--- config.mk ---
export PLATFORM = sky130hd
export DESIGN_NAME = imm_pipe
export DESIGN_NICKNAME = d
export VERILOG_FILES = /design/src/rtl/imm_pipe_pkg.sv /design/src/rtl/imm_pipe_decode.sv /design/src/rtl/imm_pipe.sv
export SDC_FILE = /design/constraint.sdc
export NUM_CORES = 1
export LEC_CHECK = 0
export BUFFER_PORTS_ARGS = -buffer_cell sky130_fd_sc_hd__buf_2
export CORE_MARGIN = 4
export CORE_UTILIZATION = 58
export DETAILED_ROUTE_END_ITERATION = 10
export MAX_ROUTING_LAYER = met4
export PLACE_DENSITY = 0.9
export SLEW_MARGIN = 20
export SYNTH_ARGS = -nofsm -noshare
export SYNTH_HDL_FRONTEND = slang
export SYNTH_HIERARCHICAL = 1
export SYNTH_SLANG_ARGS = --single-unit
--- constraint.sdc ---
create_clock -name clk -period 1.9 [get_ports clk]
set_input_delay 0.38 -clock clk [delete_from_list [all_inputs] [get_ports clk]]
set_output_delay 0.38 -clock clk [all_outputs]
set_load 0.01 [all_outputs]
--- src/rtl/imm_pipe_pkg.sv ---
// Shared definitions for the imm_pipe immediate generator: opcodes,
// format classes and the buffered entry layout.
// Optional feature macro: IMM_PIPE_ZIMM_EN (SYSTEM opcode / zimm decode).
package imm_pipe_pkg;

  // Major opcodes, insn[6:0]
  localparam logic [6:0] R_TYPE   = 7'b0110011;
  localparam logic [6:0] IMM      = 7'b0010011;
  localparam logic [6:0] LOADS    = 7'b0000011;
  localparam logic [6:0] JALR     = 7'b1100111;
  localparam logic [6:0] STORES   = 7'b0100011;
  localparam logic [6:0] BRANCHES = 7'b1100011;
  localparam logic [6:0] JAL      = 7'b1101111;
  localparam logic [6:0] LUI      = 7'b0110111;
  localparam logic [6:0] AUIPC    = 7'b0010111;
  localparam logic [6:0] SYSTEM   = 7'b1110011;

  // Width of the pc/target fields carried in an entry; the top's AWIDTH
  // must not exceed this.
  localparam int ENTRY_AWIDTH = 32;

  typedef enum logic [2:0] {
    FMT_R    = 3'd0,
    FMT_I    = 3'd1,
    FMT_S    = 3'd2,
    FMT_B    = 3'd3,
    FMT_U    = 3'd4,
    FMT_J    = 3'd5,
    FMT_Z    = 3'd6,
    FMT_NONE = 3'd7
  } imm_fmt_e;

  typedef struct packed {
    logic [31:0]             imm;
    logic [ENTRY_AWIDTH-1:0] target;
    logic [ENTRY_AWIDTH-1:0] pc;
    imm_fmt_e                fmt;
    logic                    illegal;
  } imm_entry_t;

  // Value every FIFO slot holds after reset, so the head reads as empty/none.
  localparam imm_entry_t ENTRY_RST = '{
    imm:     32'd0,
    target:  '0,
    pc:      '0,
    fmt:     FMT_NONE,
    illegal: 1'b0
  };

  // Sign-extend a 12-bit field to 32 bits.
  function automatic logic [31:0] sext12(input logic [11:0] v);
    return {{20{v[11]}}, v};
  endfunction

endpackage

--- src/rtl/imm_pipe_decode.sv ---
// Purely combinational immediate decoder: (insn, pc) -> one FIFO entry.
// Optional feature macro: IMM_PIPE_ZIMM_EN (recognise SYSTEM, FMT_Z for zimm).
module imm_decode
  import imm_pipe_pkg::*;
(
  input  logic [31:0]             insn,
  input  logic [ENTRY_AWIDTH-1:0] pc,
  output imm_entry_t              entry
);

  logic [31:0] imm;
  imm_fmt_e    fmt;
  logic        illegal;

  // Opcode-keyed immediate extraction; unknown opcodes flag illegal, imm 0.
  always_comb begin
    imm     = 32'd0;
    fmt     = FMT_NONE;
    illegal = 1'b0;
    case (insn[6:0])
      R_TYPE: begin
        fmt = FMT_R;
      end
      IMM, LOADS, JALR: begin
        imm = sext12(insn[31:20]);
        fmt = FMT_I;
      end
      STORES: begin
        imm = sext12({insn[31:25], insn[11:7]});
        fmt = FMT_S;
      end
      BRANCHES: begin
        imm = {{19{insn[31]}}, insn[31], insn[7], insn[30:25], insn[11:8], 1'b0};
        fmt = FMT_B;
      end
      JAL: begin
        imm = {{11{insn[31]}}, insn[31], insn[19:12], insn[20], insn[30:21], 1'b0};
        fmt = FMT_J;
      end
      LUI, AUIPC: begin
        imm = {insn[31:12], 12'd0};
        fmt = FMT_U;
      end
`ifdef IMM_PIPE_ZIMM_EN
      SYSTEM: begin
        if (insn[14]) begin
          imm = {27'd0, insn[19:15]};
          fmt = FMT_Z;
        end else begin
          imm = sext12(insn[31:20]);
          fmt = FMT_I;
        end
      end
`endif
      default: begin
        illegal = 1'b1;
      end
    endcase
  end

  // Pack the entry; target is computed for every format, wrapping modulo 2^width.
  always_comb begin
    entry         = ENTRY_RST;
    entry.imm     = imm;
    entry.fmt     = fmt;
    entry.illegal = illegal;
    entry.pc      = pc;
    entry.target  = pc + imm[ENTRY_AWIDTH-1:0];
  end

endmodule

--- src/rtl/imm_pipe.sv ---
// imm_pipe: decode-stage immediate generator with a DEPTH-entry output FIFO.
// Handshake: a transfer happens on a side exactly in a cycle where its valid
// and ready are both 1 at the clock edge; in_ready_o depends only on the
// registered count, never combinationally on out_ready_i. flush_i overrides
// both transfers in its cycle.
// Optional feature macro: IMM_PIPE_ZIMM_EN (handled inside imm_decode).
module imm_pipe
  import imm_pipe_pkg::*;
#(
  parameter int DWIDTH = 32,
  parameter int AWIDTH = 32,
  parameter int DEPTH  = 2
) (
  input  logic              clk,
  input  logic              reset_n,
  input  logic              flush_i,
  input  logic              in_valid_i,
  output logic              in_ready_o,
  input  logic [DWIDTH-1:0] insn_i,
  input  logic [AWIDTH-1:0] pc_i,
  output logic              out_valid_o,
  input  logic              out_ready_i,
  output logic [31:0]       imm_o,
  output logic [AWIDTH-1:0] target_o,
  output logic [2:0]        fmt_o,
  output logic              illegal_o,
  output logic [AWIDTH-1:0] pc_o,
  output logic [15:0]       illegal_cnt_o
);

  localparam int PW = (DEPTH > 1) ? $clog2(DEPTH) : 1;
  localparam int CW = $clog2(DEPTH + 1);
  localparam logic [PW-1:0] LAST = PW'(DEPTH - 1);

  logic [PW-1:0] wr_ptr, rd_ptr;
  logic [CW-1:0] count;
  logic [15:0]   illegal_cnt;
  imm_entry_t    fifo_q [DEPTH];
  imm_entry_t    dec;
  imm_entry_t    head;
  logic          push, pop;

  imm_decode u_decode (
    .insn  (insn_i[31:0]),
    .pc    (ENTRY_AWIDTH'(pc_i)),
    .entry (dec)
  );

  assign in_ready_o  = (count < CW'(DEPTH));
  assign out_valid_o = (count != '0);
  assign push        = in_valid_i && in_ready_o && !flush_i;
  assign pop         = out_valid_o && out_ready_i && !flush_i;

  // Outputs come straight from the head slot registers.
  assign head          = fifo_q[rd_ptr];
  assign imm_o         = head.imm;
  assign target_o      = head.target[AWIDTH-1:0];
  assign pc_o          = head.pc[AWIDTH-1:0];
  assign fmt_o         = head.fmt;
  assign illegal_o     = head.illegal;
  assign illegal_cnt_o = illegal_cnt;

  // Pointers and occupancy; flush empties the FIFO ahead of any push/pop.
  always_ff @(posedge clk or negedge reset_n) begin
    if (!reset_n) begin
      wr_ptr <= '0;
      rd_ptr <= '0;
      count  <= '0;
    end else if (flush_i) begin
      wr_ptr <= '0;
      rd_ptr <= '0;
      count  <= '0;
    end else begin
      if (push) wr_ptr <= (wr_ptr == LAST) ? '0 : wr_ptr + 1'b1;
      if (pop)  rd_ptr <= (rd_ptr == LAST) ? '0 : rd_ptr + 1'b1;
      case ({push, pop})
        2'b10:   count <= count + 1'b1;
        2'b01:   count <= count - 1'b1;
        default: count <= count;
      endcase
    end
  end

  // Entry storage; slots are cleared only by reset, flush just drops pointers.
  always_ff @(posedge clk or negedge reset_n) begin
    if (!reset_n) begin
      for (int i = 0; i < DEPTH; i++) fifo_q[i] <= ENTRY_RST;
    end else if (push) begin
      fifo_q[wr_ptr] <= dec;
    end
  end

  // Saturating count of accepted illegal entries; survives flush.
  always_ff @(posedge clk or negedge reset_n) begin
    if (!reset_n) begin
      illegal_cnt <= 16'd0;
    end else if (push && dec.illegal && (illegal_cnt != 16'hFFFF)) begin
      illegal_cnt <= illegal_cnt + 16'd1;
    end
  end

endmodule

# Word-level counts from Yosys, hierarchy flattened
# Cells that the tools add are included.
[classes] addsub=6 order_cmp=4 eq_ne=12 mux=17 bitwise=2 reduce_logical=15
[op_table] operator="$mux W100" n=4
[op_table] operator="$bwmux W200" n=1
[op_table] operator="$pmux W32 S5" n=1
[op_table] operator="$demux W100 S1" n=1
[op_table] operator="$add A32 B32 Y32" n=1
[op_table] operator="$eq A7 B6 Y1 const B" n=3
[op_table] operator="$eq A7 B7 Y1 const B" n=3
[op_table] operator="$pmux W3 S6" n=1
[op_table] operator="$add A16 B1 Y16 const B" n=1
[op_table] operator="$ne A16 B16 Y1 const B" n=1
[op_table] operator="$eq A7 B5 Y1 const B" n=2
[op_table] operator="$reduce_or A9 Y1" n=1
[op_table] operator="$eq A7 B2 Y1 const B" n=1
[op_table] operator="$logic_and A1 B1 Y1" n=7
[op_table] operator="$mux W1" n=7
[op_table] operator="$reduce_bool A2 Y1" n=3
[op_table] operator="$ge A2 B2 Y1 const B" n=2
[op_table] operator="$not A1 Y2" n=2
[op_table] operator="$pmux W2 S2" n=1
[op_table] operator="$reduce_bool A3 Y1" n=1
[op_table] operator="$reduce_or A3 Y1" n=1
[op_table] operator="$add A1 B1 Y1 const B" n=2
[op_table] operator="$add A2 B1 Y2 const B" n=1
[op_table] operator="$eq A2 B1 Y1 const B" n=1
[op_table] operator="other kinds (7)" n=7
[totals] ff_bits=220 output_inout_bits=118 elab_cells=70

# Depth between registers and ports, before layout
# Gate-level depths: netlist of the first run.
[logic_depth] depth_word=6 ltp_mapped=17 mapped_depth_nobuf=16

# Hierarchy
# The synthesis of the first run kept the hierarchy.
[modules_own_cells] mod="imm_pipe" n_inst=1 cells_each=634 area_each_um2=9773.1
[modules_own_cells] mod="imm_decode" n_inst=1 cells_each=358 area_each_um2=2517.4

# Worst setup path after synthesis of the first run
# OpenSTA, ideal clock, no wires.
[synth_path] path_type="input -> register" startpoint="input insn_i[3]" endpoint="register fifo_q[166] (netlist name)" setup_ns=0.125 t_arrival_ns=3.569 required_time_ns=1.775 slack_ns=-1.794 stages=17 path_buffers=3 path_cell_list="clkbuf_1 > nor2_1 > a21o_1 > a21oi_1 > nor2_1 > and2_1 > clkbuf_1 > a21o_1 > ha_1 > and3_1 > clkbuf_1 > a31o_1 > a31o_1 > or3b_1 > a21oi_1 > and4b_1 > mux2_2"
[synth_rtl] item="start, declared" line_no="imm_pipe.sv:19" source="input logic [DWIDTH-1:0] insn_i,"
[synth_rtl] item="end signal, assigned by index" line_no="imm_pipe.sv:89" source="fifo_q[wr_ptr] <= dec;"
[synth_rtl] item="end, declared" line_no="imm_pipe.sv:38" source="imm_entry_t fifo_q [DEPTH];"

==> flow_summary.toml, run 1 <==
[outcome]
status = "finished, violations left"
violations = "setup timing"

[clocking]
clk_pin_slew_worst_paths_ns = 0.06
clk_latency_ns = 0.51
cts.sinks = 220
cts_buffers = 23
clockBufferDepth = 3
cts-htree-levels = 1
cts_tree = "yes"
clockRootBuffer = "clkbuf_16"

[yosys]
synth_edf_count = 0
async_reset_ff_share_pct = 100.0
netlist.area_leader.share_pct = 43.57
syn_inst = 992
synth_area_per_cell_sq_um = 12.39
synth_cell_types = 71
ys_seq_area_share_pct = 44.85
syn_nets = 1094
synthTopCellsByCount = "mux2_2, dfrtp_1, nand2_1"
ys_ff_latch = 220
yosys-top-cells-area = "dfrtp_1, mux2_2, ha_1, buf_4, mux2_1"
post-synth-top-area-cell = "dfrtp_1"
netlist_area_sq_um = 12290
synth_most_common_cell = "mux2_2"
synth_ff_type = "dfrtp_1"
synth_warnings = 6

[placed_design]
place_congestion = 0.9695
dp_hpwl_um = 24100
port_buffers = 186
place_ws_ns = -1.731

[timing]
rsz0062_at_grt = "yes"
clock.fmax_ghz = 0.2912
slew_headroom_pct = 62.41
worstMarginPinSlew_ns = 0.5596
layout_worst_path_cycle_share_pct = 180.7
fin_crit_ns = 3.434
finClkSkew_ns = 0.01889
worst_slack_ns = -1.534
whs_ns = 0.1641
setup_violations = 241
hold_violations = 0
drv_slew = 0

[detailed_routing]
via_per_inst = 6.715
post-route-drc-count = 0
wl_um = 51290
wl_per_cell_um = 30.51
drt-initial-drc-count = 1218
vias = 11290
ant_nets = 0
dr.pass1.iters = 6

[critical_path]
critPathTopFamily = "compound AO/OA/AOI/OAI gates"
cp.arrival_ns = 3.82
cp_cell_sequence = "buf_2, nand2_2, buf_12, nor3_2, buf_4, o21ai_0, o21ai_2, ha_1, a21oi_1, nor2b_1, o21a_1, nor2_1, o21ai_4, a21oi_1, and4b_1, mux2_4"
crit_type = "in -> reg"
start_kind = "primary input"
worst_setup_path_end_kind = "flop"
worstPathRequired_ns = 2.28
critPathSlowestCell = "a21oi_1"
crit_path_max_incr_delay_ns = 0.50
critPathBufInv = 3
critPathMaxFanout = 6
crit_top_cell = "a21oi_1"

[global_route]
grt.overflow.total = 0
grt_pass1_vias = 11690
grt_start_max_net_pins = 62
grt_use_total_pct = 37.61
grt_pass1_wl_um = 68190
antenna_found_initial = 5

[die]
std_cell_rows = 52
die_w_um = 153.6
io-pin-count = 187
die_h_um = 153.6
core_sq_um = 20560
dieArea_sq_um = 23580
start_util_pct = 59.78

[power]
p_per_area_nw_per_um2 = 880.7
ir_drop_v = 0.0008787
leakage_nw = 8.678

[finish]
seq_area_sq_um = 5519
area_growth_pct = 48.92
drive_gt1_share_pct = 65.36
multiInputGateArea_sq_um = 7468
fill_cells = 741
finalCoreUtilization_pct = 89.02
nets = 1494

[job]
max_cap_viol_count = 0

[worst_hold_path]
min_path_type = "in -> reg"
[per-stage QoR]
step,std cells,setup TNS [ns],instance area (sq um),power (W)
final,1681,-111.64,18300,0.01612
after global routing,1681,-115.40,18300,0.01664
after CTS,1667,-85.47,17730,0.01536
after detailed placement,1558,-93.61,14850,0.009775
after global placement,1558,-89.30,14850,0.009533
after floorplan,992,-60.91,12630,0.008358
[logic make-up (layout without fill, tap and decap cells)]
group / after synthesis / in the layout / share of synthesized area (%)
AOI/OAI and AO/OA: 123 / 123 / 7.340
xor gates and xnor gates: 44 / 44 / 3.136
adders and majority gates: 33 / 33 / 3.421
buffers and inverters: 95 / 507 / 5.426
DFF: 220 / 220 / 44.85
muxes: 305 / 305 / 27.94
other: 0 / 5 / 0
and+or+nand+nor: 172 / 174 / 7.880
[power breakdown]
| part | leakage, nW | total [W] | switching [W] | internal, W |
|---|---|---|---|---|
| Clock | 0.354 | 0.00454 | 0.00193 | 0.00262 |
| Sequential | 2.75 | 0.00643 | 0.000770 | 0.00566 |
| Combinational | 5.57 | 0.00514 | 0.00220 | 0.00294 |
| Total | 8.68 | 0.0161 | 0.00490 | 0.0112 |
[layout make-up]
type	instances	share of cell area, %
Tap cell	270	1.846
Clock buffer	34	3.534
Multi-Input combinational cell	679	40.81
Clock inverter	5	0.4102
Sequential cell	220	30.15
Inverter	16	0.3281
Antenna cell	5	0.06836
Timing Repair Buffer	452	22.85
[repair_timing]
item | CTS | global route
endpoints found under the setup margin | 162 | 175
hold buffers | 1 | 0
gates resized for setup | 260 | 121
cloned | 15 | 1
pin swaps | 48 | 53
endpoints found under the hold margin | 42 | 0
setup buffers | 57 | 34
[layout by cell type, fill, tap and decap left out, drive strengths merged, types with 4 or more instances in the layout]
| master | Yosys | routed |
|---|---|---|
| inv | 16 | 16 |
| xor2 | 20 | 20 |
| o21ai | 17 | 17 |
| dfrtp | 214 | 214 |
| nor2 | 24 | 25 |
| o211ai | 4 | 4 |
| and2 | 11 | 12 |
| nand2 | 50 | 50 |
| o21a | 9 | 9 |
| a22o | 4 | 4 |
| nor2b | 7 | 7 |
| a21o | 23 | 23 |
| o21bai | 5 | 5 |
| nand4 | 14 | 14 |
| a21oi | 32 | 32 |
| dfstp | 6 | 6 |
| clkbuf | 11 | 35 |
| mux2 | 302 | 302 |
| and4 | 4 | 4 |
| and3 | 7 | 7 |
| nand3 | 15 | 15 |
| nor3 | 15 | 15 |
| ha | 32 | 32 |
| a31oi | 11 | 11 |
| nor4 | 6 | 6 |
| xnor2 | 24 | 24 |
| nand2b | 6 | 6 |
| a211oi | 4 | 4 |
| diode | 0 | 5 |
| buf | 68 | 450 |
[final timing paths]
kind / startpoint / endpoint / slack, ns / depth (start not counted)
worst max-delay path: insn_i[1] / fifo_q[66] / -1.53 / 16
worst min-delay path: pc_i[31] / fifo_q[35] / 0.16 / 2
worst max register to register: count[1] / fifo_q[187] / -0.12 / 5
worst min register to register: fifo_q[99] / fifo_q[99] / 0.50 / 1
max in group asynchronous: reset_n / fifo_q[152] / 0.79 / 3
min in group asynchronous: reset_n / fifo_q[138] / 0.40 / 2
[flip-flops by register name, indices dropped and copies added, names as in the netlist]
signal,flops
count,2
fifo_q,200
rd_ptr,1
wr_ptr,1
illegal_cnt_o,16
[per-layer routing]
| metal | track usage, % | part of all wire (%) | vias up | routed length [um] |
|---|---|---|---|---|
| li1 | - | - | 4363 | - |
| met1 | 43.87 | 34 | 5575 | 17450 |
| met2 | 64.42 | 49 | 968 | 24970 |
| met3 | 6.043 | 8.9 | 382 | 4547 |
| met4 | 16.65 | 8.4 | 0 | 4322 |
| met5 | - | 0 | - | 0 |
Note: power is estimated with default switching activity, not from simulation.
==> run 2: changes to the inputs <==
CTS_CLUSTER_SIZE = 30   (was unset)
GPL_ROUTABILITY_DRIVEN = 0   (was unset)
PLACE_DENSITY = 0.81   (was 0.9)
==> flow_summary.toml, run 2 (same netlist as run 1, synthesis figures left out) <==
[global_route]
grt_start_max_net_pins = 58
grt_pass1_wl_um = 65330
antenna_found_initial = 0
grt_use_total_pct = 35.58
grt_pass1_vias = 11460
grt.overflow.total = 0

[detailed_routing]
dr.pass1.iters = 8
drt-initial-drc-count = 1457
post-route-drc-count = 0
ant_nets = 0
via_per_inst = 6.755
wl_um = 50060
vias = 11170
wl_per_cell_um = 30.26

[critical_path]
r2r-end = "fifo_q[8]"
regToRegSetupSlack_ns = -0.03
cp_cell_sequence = "buf_8, nor2b_4, nor2b_4, buf_6, buf_4, nand2_1, o21ai_0, ha_1, a21oi_1, nor2b_1, a31oi_1, and3_1, a21boi_2, a41oi_2, xnor2_2, mux2_4"
reg2regPathDepth = 5
worstPathRequired_ns = 2.34
start_kind = "primary input"
crit_type = "in -> reg"
critPathBufInv = 3
critPathSlowestCell = "o21ai_0"
crit_path_max_incr_delay_ns = 0.88
worst_setup_path_end_kind = "flop"
r2r_start = "count[1]"
critPathMaxFanout = 3
crit_top_cell = "nor2b_4"
critPathTopFamily = "compound AO/OA/AOI/OAI gates"
cp.arrival_ns = 3.96

[timing]
rsz0062_at_grt = "yes"
fin_tns_setup_ns = -108.17
setup_violations = 171
layout_worst_path_cycle_share_pct = 185.3
hold_violations = 0
fin_crit_ns = 3.521
clock.fmax_ghz = 0.2840
finClkSkew_ns = 0.03171
slew_headroom_pct = 22.88
worst_slack_ns = -1.621
worstMarginPinSlew_ns = 1.145
drv_slew = 0

[power]
p_per_area_nw_per_um2 = 922.0
leakage_nw = 8.742
ir_drop_v = 0.0009887

[die]
std_cell_rows = 52
io-pin-count = 187
dieArea_sq_um = 23580
die_w_um = 153.6
core_sq_um = 20560
start_util_pct = 59.78
die_h_um = 153.6

[finish]
mostFrequentLayoutCells = "dfrtp_1, buf_4, mux2_2"
nets = 1468
final_common_cell = "dfrtp_1"
antenna_cells = 0
seq_area_sq_um = 5518
largest_reg_flops = 200
top_register = "fifo_q"
drive_gt1_share_pct = 64.81
instances_no_fill = 1654
area_growth_pct = 47.77
fill_cells = 729
multiInputGateArea_sq_um = 7487

[placed_design]
port_buffers = 186
dp_cells = 1562
place_ws_ns = -1.670
dp_hpwl_um = 23250

[worst_hold_path]
hold_depth = 2
min_to = "fifo_q[118]"
min-delay-start = "pc_i[14]"
min_path_type = "in -> reg"

[outcome]
status = "finished, violations left"
violations = "setup timing"

[clocking]
clockRootBuffer = "clkbuf_16"
cts.sinks = 220
clk_pin_slew_worst_paths_ns = 0.07
cts-htree-levels = 1
cts_tree = "yes"
cts_buffers = 24
clockBufferDepth = 3
clk_latency_ns = 0.55

[job]
max_cap_viol_count = 0
[run 2: changes by cell type in the layout (fill, tap and decap cells not counted), moves of 4 or more]
cell / change
a21oi_1: -4
a21oi_2: +6
buf_4: -10
buf_6: -8
clkbuf_1: -6
clkinv_2: +4
diode_2: -5
ha_1: +4
ha_4: -7
mux2_2: -56
mux2_4: +56
nand2_1: +5
nand2_2: -6
[run 2: power by group]
| group | internal, W | switching, W | leakage, nW |
|---|---|---|---|
| registers | 0.00566 | 0.000818 | 2.75 |
| clock network | 0.00297 | 0.00211 | 0.422 |
| logic | 0.00302 | 0.00217 | 5.57 |
| total | 0.0116 | 0.00510 | 8.74 |
[run 2: per-stage QoR]
stage          power, W  util, %  instance area [sq um]  hold WS [ns]
2_1_floorplan  0.008358        -                  12630       0.08441
4_1_cts         0.01569    84.91                  17460        0.1217
5_1_grt         0.01724    88.33                  18160        0.1311
6_report        0.01674    88.33                  18160        0.1262
3_5_place_dp   0.009736    72.27                  14860        0.3470
3_3_place_gp   0.009547    72.27                  14860        0.3526
[run 2: how the worst max path moves through the flow]
| stage | from | end | slack [ns] | cells after the start |
|---|---|---|---|---|
| 6_report | insn_i[5] | fifo_q[164] | -1.62 | 16 |
| 5_1_grt | insn_i[5] | fifo_q[164] | -1.72 | 16 |
| 4_1_cts | insn_i[3] | fifo_q[166] | -0.97 | 16 |
| 3_5_place_dp | insn_i[5] | fifo_q[64] | -1.67 | 18 |
| 3_3_place_gp | insn_i[2] | fifo_q[64] | -1.56 | 17 |
| 2_1_floorplan | insn_i[6] | fifo_q[166] | -1.47 | 16 |
[run 2: area by class of cell]
class	instances	share of cell area [%]
Inverter	16	0.3307
Clock inverter	12	0.8267
Clock buffer	32	3.803
Sequential cell	220	30.38
Multi-Input combinational cell	678	41.23
Timing Repair Buffer	426	21.57
Tap cell	270	1.860
[run 2: routing by layer]
layer / up-vias / part of all wire [%] / GRT usage [%]
met5: - / 0 / -
met4: 0 / 9.5 / 16.65
met3: 444 / 9.0 / 5.537
met2: 992 / 48 / 60.96
met1: 5420 / 33 / 41.25
li1: 4317 / - / -
[run 2: timing repair]
item                       4_1_cts  5_1_grt
hold endpoints to repair        49        0
cloned                          11        1
setup endpoints to repair      162      191
resized for setup              253      146
hold buffers                     1        0
pin swaps                       56       38
buffers inserted                27       20
==> run 3: changes to the inputs <==
PLACE_DENSITY = unset   (was 0.81)
PLACE_DENSITY_LB_ADDON = 0.2   (was unset)
SETUP_SLACK_MARGIN = 0.4   (was unset)
==> flow_summary.toml, run 3 <==
[yosys]
synth_most_common_cell = "mux2_2"
synthTopCellsByCount = "mux2_2, dfrtp_1, nand2_1"
synth_cell_types = 71
synth_warnings = 6
synth_mux_area_share_pct = 27.94
synth_top_family_by_area = "multiplexers"
ys_ff_latch = 220
syn_nets = 1094
synth_area_per_cell_sq_um = 12.39
synth_edf_count = 0
netlist_area_sq_um = 12290
async_reset_ff_share_pct = 100.0
netlist.area_leader.share_pct = 43.57
synth_xor_area_share_pct = 3.135
ys_seq_area_share_pct = 44.85
syn_inst = 992
post-synth-top-area-cell = "dfrtp_1"
synth-simple-area-share_pct = 7.879
yosys-top-cells-area = "dfrtp_1, mux2_2, ha_1, buf_4, mux2_1"
synth_compound_area_share_pct = 7.340
synth_ff_type = "dfrtp_1"
synthAdderAreaFrac_pct = 3.421

[die]
start_util_pct = 59.78
std_cell_rows = 52
die_h_um = 153.6
io-pin-count = 187
die_w_um = 153.6

[timing]
repair-timing-grt-worst-ep = "fifo_q[163]$_DFFE_PN0P_/D"
endpoint_type = "sequential cell input"

[outcome]
failing_step = "global routing"
status = "did not finish"
error_line = "[ERROR GRT-0232] Routing congestion too high. Check the congestion heatmap in the GUI."

[clocking]
clockBufferDepth = 3
cts_buffers = 24
cts-htree-levels = 1
clockRootBuffer = "clkbuf_16"
cts.sinks = 220

[placed_design]
dp_hpwl_um = 23150
port_buffers = 186
post_dp_cell_area_sq_um = 15270

[global_route]
grt_start_max_net_pins = 57
grt.overflow.total = 1039
grt_use_total_pct = 91.17
## run 3: layer usage
metal,track usage (%),overflow
met5,-,-
met4,100.8,322
met3,70.07,9
met2,109.1,703
met1,84.94,5
## run 3: timing repair
item | in CTS
endpoints found under the setup margin | 328
endpoints found under the hold margin | 44
buffers inserted | 44
cloned | 9
pin swaps | 68
hold buffers | 1
gates resized for setup | 277
## run 3: through the flow
step	hold WS, ns	instances	worst slack (ns)	utilization (%)	setup TNS (ns)
floorplan	0.08441	992	-1.469	-	-64.75
detailed placement	0.3339	1568	-1.764	74.29	-95.72
CTS	0.1349	1663	-1.100	87.85	-77.37
global placement	0.3325	1568	-1.606	74.29	-90.45
## run 3: cell families after synthesis
logic type | Yosys count
simple gates | 172
xor+xnor | 44
fa+ha+maj | 33
flops | 220
compound gates | 123
buf+inv | 95
mux | 305
==> run 4: changes to the inputs <==
CORE_UTILIZATION = 40   (was 58)
CTS_CLUSTER_SIZE = unset   (was 30)
MAX_ROUTING_LAYER = unset   (was met4)
PLACE_DENSITY_LB_ADDON = 0.15   (was 0.2)
SETUP_SLACK_MARGIN = unset   (was 0.4)
==> flow_summary.toml, run 4 (same netlist as run 1, synthesis figures left out) <==
[critical_path]
reg2regPathDepth = 5
cp.arrival_ns = 3.36
start_kind = "primary input"
crit_type = "in -> reg"
critPathBufInv = 3
critPathTopFamily = "compound AO/OA/AOI/OAI gates"
crit_path_max_incr_delay_ns = 0.33
critPathSlowestCell = "o311ai_4"
worst_setup_path_end_kind = "flop"
critPathMaxFanout = 6
worstPathRequired_ns = 2.31
cp.depth = 16
cp_cell_sequence = "buf_8, buf_6, nor4_4, a21oi_2, nor2_4, buf_6, and2_4, ha_4, and4_4, and2_4, o21a_4, o311ai_4, o2111a_2, o41ai_2, xor2_1, mux2_4"

[power]
power.share.sequential_pct = 39.4
leakage_nw = 8.567
pwr-share-comb_pct = 30.0
p_per_area_nw_per_um2 = 867.5
p_switching_w = 0.004324
pwr-share-clk_pct = 30.6
switching_share_pct = 27.49
power.total_w = 0.01573
internal_power_w = 0.01141
ir_drop_v = 0.0008264

[finish]
nets = 1470
mostFrequentLayoutCells = "dfrtp_1, buf_4, mux2_2"
instances_no_fill = 1779
area_growth_pct = 47.55
drive_gt1_share_pct = 63.81
largest_reg_flops = 200
final_common_cell = "dfrtp_1"
top_register = "fifo_q"

[timing]
whs_ns = 0.1294
clock.fmax_ghz = 0.3391
hold_violations = 0
finClkSkew_ns = 0.009692
fin_crit_ns = 2.949
rsz0062_at_grt = "yes"
layout_worst_path_cycle_share_pct = 155.2
setup_violations = 161
worst_slack_ns = -1.049
slew_headroom_pct = 69.31
drv_slew = 0
worstMarginPinSlew_ns = 0.4604

[detailed_routing]
vias = 9127
wl_per_cell_um = 19.43
ant_nets = 0
drt-initial-drc-count = 336
post-route-drc-count = 0
dr.pass1.iters = 7
via_per_inst = 5.130
wl_um = 34570

[placed_design]
port_buffers = 186
place_ws_ns = -1.671
dp_cells = 1693
dp_hpwl_um = 24450

[global_route]
antenna_found_initial = 3
grt_pass1_wl_um = 54250
grt.overflow.total = 0
grt_use_total_pct = 20.01
grt_start_max_net_pins = 53
grt_pass1_vias = 9684

[clocking]
cts-htree-levels = 1
clk_latency_ns = 0.53
clk_pin_slew_worst_paths_ns = 0.06
clockBufferDepth = 3
cts_tree = "yes"
cts.sinks = 220
cts_buffers = 26
clockRootBuffer = "clkbuf_16"

[die]
start_util_pct = 41.03
std_cell_rows = 63
die_h_um = 183.3
dieArea_sq_um = 33600
core_sq_um = 29950
io-pin-count = 187
die_w_um = 183.3

[worst_hold_path]
hold_depth = 2
min_path_type = "in -> reg"

[outcome]
violations = "setup timing"
status = "finished, violations left"

[job]
max_cap_viol_count = 0
run 4: area by class of cell:
cell class,instances,area [sq um]
Antenna cell,2,5.005
Clock buffer,41,758.2
Clock inverter,6,61.31
Fill cell,2404,11820
Inverter,16,60.06
Multi-Input combinational cell,677,7335
Sequential cell,220,5517
Tap cell,390,488.0
Timing Repair Buffer,427,3911
run 4: worst reg2reg max path, delay by kind of cell, from the launching register on:
kind,cells,cell delay (ns)
and+or+nand+nor,2,0.47
buffers and inverters,2,0.41
muxes,1,0.40
DFF,1,0.37
run 4: stage by stage:
step / instance area [sq um] / util [%] / setup TNS (ns)
after global routing: 18130 / 60.54 / -84.07
after global placement: 15090 / 50.38 / -92.21
final: 18130 / 60.54 / -74.60
after detailed placement: 15090 / 50.38 / -93.87
after floorplan: 12630 / - / -60.91
after CTS: 17730 / 59.19 / -77.60
run 4: path summary, 6_finish.rpt:
path                             from          end  slack (ns)
setup reg to reg             count[1]   fifo_q[85]        0.13
hold / removal               pc_i[31]   fifo_q[35]        0.13
max in group asynchronous     reset_n  fifo_q[198]        0.88
hold reg to reg            fifo_q[12]   fifo_q[12]        0.48
min in group asynchronous     reset_n   fifo_q[12]        0.37
setup / recovery            insn_i[3]  fifo_q[161]       -1.05
run 4: repair_timing:
action / CTS / global route
hold buffers: 1 / 0
hold endpoints to repair: 39 / 0
cloned: 8 / 0
setup endpoints to repair: 163 / 162
pin swaps: 71 / 30
buffers inserted: 29 / 9
resized for setup: 268 / 89
run 4: routing by layer:
layer | up-vias | wire (um) | global-route usage, %
li1 | 4318 | - | -
met1 | 4579 | 15560 | 28.01
met2 | 185 | 16710 | 33.36
met3 | 43 | 1544 | 2.697
met4 | 2 | 738 | 4.440
met5 | - | 13 | 0
run 4: power groups by stage:
stage	Sequential (W)	Clock (W)	Combinational [W]
global route	0.00632	0.00510	0.00507
global placement	0.00620	0	0.00348
floorplan	0.00612	0	0.00224
detailed placement	0.00625	0	0.00352
CTS	0.00618	0.00490	0.00456
finish	0.00620	0.00481	0.00472
